`src/rtl/morse_pkg.sv`:
```
// -----------------------------------------------------------------------------
// morse_pkg
//   Symbol codes on the 2-bit bus between the key decoder and the Morse letter
//   FSM, plus the decoder's state encoding. The letter FSM imports the same
//   symbol constants so both sides agree on the code points.
// -----------------------------------------------------------------------------
package morse_pkg;

  localparam logic [1:0] SYM_NONE = 2'b00;
  localparam logic [1:0] SYM_DOT  = 2'b01;
  localparam logic [1:0] SYM_DASH = 2'b10;
  localparam logic [1:0] SYM_SEND = 2'b11;

  typedef enum logic [1:0] {
    ST_IDLE    = 2'd0,
    ST_PRESSED = 2'd1,
    ST_GAP     = 2'd2
  } morse_state_t;

endpackage

```
`src/rtl/morse_debouncer.sv`:
```
// -----------------------------------------------------------------------------
// morse_debouncer
//   Two-flop synchroniser followed by a stability counter. The debounced level
//   only follows the synchronised key after DEBOUNCE_CYCLES consecutive cycles
//   of disagreement, so the edge-to-level latency is 2 + DEBOUNCE_CYCLES.
// Ports
//   clk    in  1  system clock
//   rst_n  in  1  asynchronous active-low reset
//   raw    in  1  raw key, asynchronous to clk
//   level  out 1  debounced level, registered
// -----------------------------------------------------------------------------
module morse_debouncer #(
  parameter int DEBOUNCE_CYCLES = 16,
  parameter int CNT_W           = 16
) (
  input  logic clk,
  input  logic rst_n,
  input  logic raw,
  output logic level
);

  localparam logic [CNT_W-1:0] C_LAST = CNT_W'(DEBOUNCE_CYCLES - 1);

  logic             r_sync1;
  logic             r_sync2;
  logic             r_level;
  logic [CNT_W-1:0] r_cnt;

  always_ff @(posedge clk or negedge rst_n) begin
    if (!rst_n) begin
      r_sync1 <= 1'b0;
      r_sync2 <= 1'b0;
    end else begin
      r_sync1 <= raw;
      r_sync2 <= r_sync1;
    end
  end

  // Any cycle of agreement restarts the count, so a glitch shorter than
  // DEBOUNCE_CYCLES never reaches the level register.
  always_ff @(posedge clk or negedge rst_n) begin
    if (!rst_n) begin
      r_level <= 1'b0;
      r_cnt   <= '0;
    end else if (r_sync2 == r_level) begin
      r_cnt <= '0;
    end else if (r_cnt >= C_LAST) begin
      r_level <= r_sync2;
      r_cnt   <= '0;
    end else begin
      r_cnt <= r_cnt + 1'b1;
    end
  end

  assign level = r_level;

endmodule

```
`src/rtl/morse_key_decoder.sv`:
```
// -----------------------------------------------------------------------------
// morse_key_decoder
//   Front end for the Morse letter FSM: debounces the telegraph key, times each
//   press and each gap, and emits one-cycle symbol codes (dot, dash, send).
//   The bus sits at SYM_NONE outside those pulses.
// Ports
//   clk          in  1  system clock
//   rst_n        in  1  asynchronous active-low reset
//   key_in       in  1  raw key, 1 = pressed
//   inputSignal  out 2  symbol code, registered one-cycle pulses
//   key_db       out 1  debounced key level
//   busy         out 1  letter in progress (state != IDLE)
//   overflow     out 1  sticky, a symbol was dropped; cleared with send
//
// state      | meaning
// -----------+---------------------------------------------------------------
// ST_IDLE    | no letter in progress, waiting for the first press
// ST_PRESSED | key held, dur_cnt timing the press
// ST_GAP     | key released, gap_cnt timing toward letter end
// -----------------------------------------------------------------------------
module morse_key_decoder
  import morse_pkg::*;
#(
  parameter int DEBOUNCE_CYCLES   = 16,
  parameter int DASH_MIN_CYCLES   = 2000,
  parameter int LETTER_GAP_CYCLES = 6000,
  parameter int MAX_ELEMS         = 4,
  parameter int CNT_W             = 16
) (
  input  logic       clk,
  input  logic       rst_n,
  input  logic       key_in,
  output logic [1:0] inputSignal,
  output logic       key_db,
  output logic       busy,
  output logic       overflow
);

  localparam int EW = $clog2(MAX_ELEMS + 1);

  localparam logic [CNT_W-1:0] C_DASH     = CNT_W'(DASH_MIN_CYCLES);
  localparam logic [CNT_W-1:0] C_GAP_LAST = CNT_W'(LETTER_GAP_CYCLES - 1);
  localparam logic [EW-1:0]    C_MAX      = EW'(MAX_ELEMS);

  logic             w_key_db;
  morse_state_t     r_state;
  logic [CNT_W-1:0] r_dur;
  logic [CNT_W-1:0] r_gap;
  logic [EW-1:0]    r_elem;
  logic [1:0]       r_sym;
  logic             r_ovf;

  morse_debouncer #(
    .DEBOUNCE_CYCLES (DEBOUNCE_CYCLES),
    .CNT_W           (CNT_W)
  ) u_debouncer (
    .clk   (clk),
    .rst_n (rst_n),
    .raw   (key_in),
    .level (w_key_db)
  );

  always_ff @(posedge clk or negedge rst_n) begin
    if (!rst_n) begin
      r_state <= ST_IDLE;
      r_dur   <= '0;
      r_gap   <= '0;
      r_elem  <= '0;
      r_sym   <= SYM_NONE;
      r_ovf   <= 1'b0;
    end else begin
      r_sym <= SYM_NONE;
      case (r_state)
        ST_IDLE: begin
          if (w_key_db) begin
            r_state <= ST_PRESSED;
            r_dur   <= '0;
          end
        end

        ST_PRESSED: begin
          if (w_key_db) begin
            // Saturating at the threshold is enough to classify a dash.
            if (r_dur < C_DASH) r_dur <= r_dur + 1'b1;
          end else begin
            r_state <= ST_GAP;
            r_gap   <= '0;
            if (r_elem >= C_MAX) begin
              r_ovf <= 1'b1;
            end else begin
              r_elem <= r_elem + 1'b1;
              r_sym  <= (r_dur >= C_DASH) ? SYM_DASH : SYM_DOT;
            end
          end
        end

        ST_GAP: begin
          // A new press takes priority over gap expiry in the same cycle.
          if (w_key_db) begin
            r_state <= ST_PRESSED;
            r_dur   <= '0;
          end else if (r_gap >= C_GAP_LAST) begin
            r_state <= ST_IDLE;
            r_sym   <= SYM_SEND;
            r_elem  <= '0;
            r_ovf   <= 1'b0;
          end else begin
            r_gap <= r_gap + 1'b1;
          end
        end

        default: r_state <= ST_IDLE;
      endcase
    end
  end

  assign inputSignal = r_sym;
  assign key_db      = w_key_db;
  assign busy        = (r_state != ST_IDLE);
  assign overflow    = r_ovf;

endmodule

```
`config.mk`:
```
export PLATFORM = sky130hd
export DESIGN_NAME = morse_key_decoder
export DESIGN_NICKNAME = d
export VERILOG_FILES = /design/src/rtl/morse_pkg.sv /design/src/rtl/morse_debouncer.sv /design/src/rtl/morse_key_decoder.sv
export SDC_FILE = /design/constraint.sdc
export NUM_CORES = 1
export LEC_CHECK = 0
export CORE_MARGIN = 1.5
export CORE_UTILIZATION = 51
export CTS_BUF_LIST = sky130_fd_sc_hd__clkbuf_4 sky130_fd_sc_hd__clkbuf_8
export CTS_CLUSTER_DIAMETER = 100
export DETAILED_ROUTE_END_ITERATION = 6
export HOLD_SLACK_MARGIN = 0.08
export PLACE_DENSITY = 0.72
export SLEW_MARGIN = 20
export SYNTH_ARGS = -nofsm -noshare
export SYNTH_HDL_FRONTEND = slang
export SYNTH_HIERARCHICAL = 1
export SYNTH_SLANG_ARGS = --single-unit
```
`constraint.sdc`:
```
create_clock -name clk -period 2.2 [get_ports clk]
set_input_delay 0.55 -clock clk [delete_from_list [all_inputs] [get_ports clk]]
set_output_delay 0.55 -clock clk [all_outputs]
set_load 0.03 [all_outputs]
```
==> qor.txt <==
outcome: completed
core area: 0.005540 mm²
capture point of the worst reg-to-reg path: r_dur[6]
Net count, final: 330
Mapped Cells: 285
Final Wtd Congestion: 0.8145
FMAX: 0.4812 GHz
Final ANT Viol Nets: 0
DRT iter0 DRCs: 145
Setup Skew: 0.008483 ns
clock-pin slew on the worst setup and hold paths: 0.07 ns
Hold Path Class: primary input to async pin
Initial Util: 0.5348
yosys warns: 6
GRT Resource Usage Total: 0.2060
Crit Path Class: register to register
Post-CTS Hold Fix Bufs: 0
pin count of the biggest net entering global routing: 60
vias post-DR: 2225
RSZ-0062 raised after global routing: no
Avg WL per Cell: 14.74 µm
Hold Vio Cnt, Final: 0
Startpoint Class: register
worst skew pair latency: 0.34 ns
Max Root-Sink Buffers: 2
Arr. time, crit path: 2.31 ns
Worst slew margin: 0.6371
final WL: 5.809 mm
Max-cap violations: 0
CTS root buf: clkbuf_8
reg2reg setup slack: 0.12 ns
Avg Vias per Cell: 5.647
Die Wd: 79.22 µm
Port Buf Inserts: 7
Final Critical Period: 2.078 ns
Post-CTS Setup Bufs: 0
Pleak: 1.547 nW
setup TNS: 0 ns
H-tree Lvls: 3
drt first pass iters: 6
Residual DRC: 0
post-synthesis sequential area ratio: 0.4983
Syn Area/Cell: 10.40 µm²
Tcrit/Tclk final: 0.9446
row cnt: 27
Worst EP required: 2.43 ns
worst-margin pin slew: 0.5430 ns
Worst setup EP type: register
grt ovf: 0
Syn-to-layout area delta: 16.81%
clock sinks: 59
Die Span Y: 79.22 µm
FF-to-FF Start: r_dur[15]
Ports: 8
first-pass GRT wire length: 9.853 mm
Slew Viols, Final: 0
Max FO, Critical Path: 14
setup violators final: 0
area of placed instances: 0.003234 mm²
P per Cell Area: 1000 mW/mm²
CTS tree: built
Core Util, Final: 0.6247
layout cells sized above 1: 0.1646
synthesized cell area: 0.002963 mm²
Final Instance Area: 0.003461 mm²
post-synth cell types: 49
initial antenna violation count: 0
TritonCTS buffer count: 9
Worst R2R Path Depth: 6
DIE AREA: 0.006276 mm²
Worst VDD drop: 494.8 µV
vias in the first global route: 2156
# diodes: 0
DP HPWL: 3.696 mm
synthesized flop and latch total: 59
Post-CTS Resized: 2
critical path, stage by stage, from the launching register on:
cell	delay (ns)
dfrtp_1	0.41
or4_1	0.52
nor2_2	0.12
a21oi_2	0.07
or3_1	0.37
buf_4	0.21
o41ai_2	0.27
synthesized netlist by cell type, drive strengths merged:
cell type,number,area [µm²]
conb,1,3.750
or3,3,18.77
ha,10,125.1
nand2,17,63.81
a2111oi,1,8.760
o41ai,2,25.03
a21oi,11,58.81
xor2,1,8.760
a21o,2,15.01
a22o,1,8.760
dfrtp,59,1476
and4,2,17.52
and3,4,25.02
o211ai,2,15.01
nand4,7,50.05
and2,3,18.77
mux2,3,37.53
or4,1,7.510
nor3,5,25.02
nor4,5,58.80
a211oi,4,30.03
a31oi,5,31.28
or3b,1,8.760
inv,15,56.30
o2bb2ai,2,17.52
o21a,1,7.510
xnor2,12,105.1
nand3,14,70.07
a311oi,1,8.760
buf,4,23.77
o311ai,1,8.760
o21ba,1,10.01
nor2b,4,25.02
nor3b,2,15.01
o21ai,10,50.05
nand2b,5,31.28
o31ai,31,272.8
clkbuf,7,26.28
nor2,25,96.35
through the flow:
stage               hold slack, ns  worst slack, ns  power, mW  cells
floorplan                   0.2544          0.07427      2.045    296
global placement            0.3321           0.1614      2.312    378
detailed placement          0.3356           0.1186      2.333    378
CTS                         0.2141          0.02216      3.490    394
global route                0.2327         0.009672      3.662    394
finish                      0.2122           0.1218      3.462    394
sequential cells by signal, indices dropped and copies added (netlist names):
signal / cells
r_dur: 16
r_state: 2
u_debouncer/r_sync1: 1
overflow: 1
u_debouncer/r_cnt: 16
r_elem: 3
u_debouncer/level: 1
u_debouncer/r_sync2: 1
r_gap: 16
inputSignal: 2
logic make-up (layout without fill, tap and decap cells):
family | after synthesis | in the layout | synth area share
AO/OA/AOI/OAI | 75 | 75 | 0.1917
XOR/XNOR | 13 | 13 | 0.03843
adder cells (fa/ha/maj) | 10 | 10 | 0.04223
buffers and inverters | 26 | 52 | 0.03589
flip-flops | 59 | 59 | 0.4983
multiplexers | 3 | 3 | 0.01267
other | 1 | 12 | 0.001266
AND/OR/NAND/NOR | 98 | 98 | 0.1795
where the power goes:
group	internal [mW]	switching (mW)	leakage, nW	total, mW
registers	1.18	0.106	0.772	1.28
logic	0.367	0.672	0.659	1.04
clock network	0.710	0.430	0.116	1.14
worst max-delay path by stage:
stage	start	to	cells past startpoint
after global placement	r_state[0]	busy	4
after detailed placement	r_state[0]	busy	4
after floorplan	r_state[0]	r_dur[13]	9
final	r_dur[15]	r_dur[6]	6
after global routing	r_state[1]	r_dur[6]	8
after CTS	r_state[0]	busy	4
placed cells by master (no fill, tap or decap), types with 6 or more instances in the layout:
cell type | Yosys | final
ha_1 | 10 | 10
nand2_1 | 17 | 17
buf_4 | 0 | 13
a21oi_1 | 10 | 10
nor2_1 | 24 | 24
inv_1 | 15 | 15
o31ai_2 | 8 | 8
nand3_1 | 14 | 14
nand4_1 | 6 | 6
o31ai_1 | 23 | 23
clkbuf_8 | 0 | 11
dfrtp_1 | 59 | 59
conb_1 | 1 | 12
o21ai_0 | 10 | 9
xnor2_1 | 12 | 12
final cells by class:
| class | instances | area [µm²] |
|---|---|---|
| fill | 457 | 2079 |
| sequential | 59 | 1476 |
| multi-input combinational | 211 | 1430 |
| timing repair buffer | 21 | 176.4 |
| clock buffer | 12 | 158.9 |
| tap | 72 | 90.09 |
| clock inverter | 4 | 72.57 |
| inverter | 15 | 56.30 |
layer usage:
metal / GRT usage / vias to the layer above / wire [µm] / part of all wire
met4: 0.1386 / 0 / 181 / 0.031
met5: 0 / - / 0 / 0
met3: 0.03448 / 14 / 197 / 0.034
li1: - / 1085 / - / -
met1: 0.2574 / 1083 / 2632 / 0.45
met2: 0.3265 / 43 / 2797 / 0.48
Note: power is estimated with default switching activity, not from simulation.
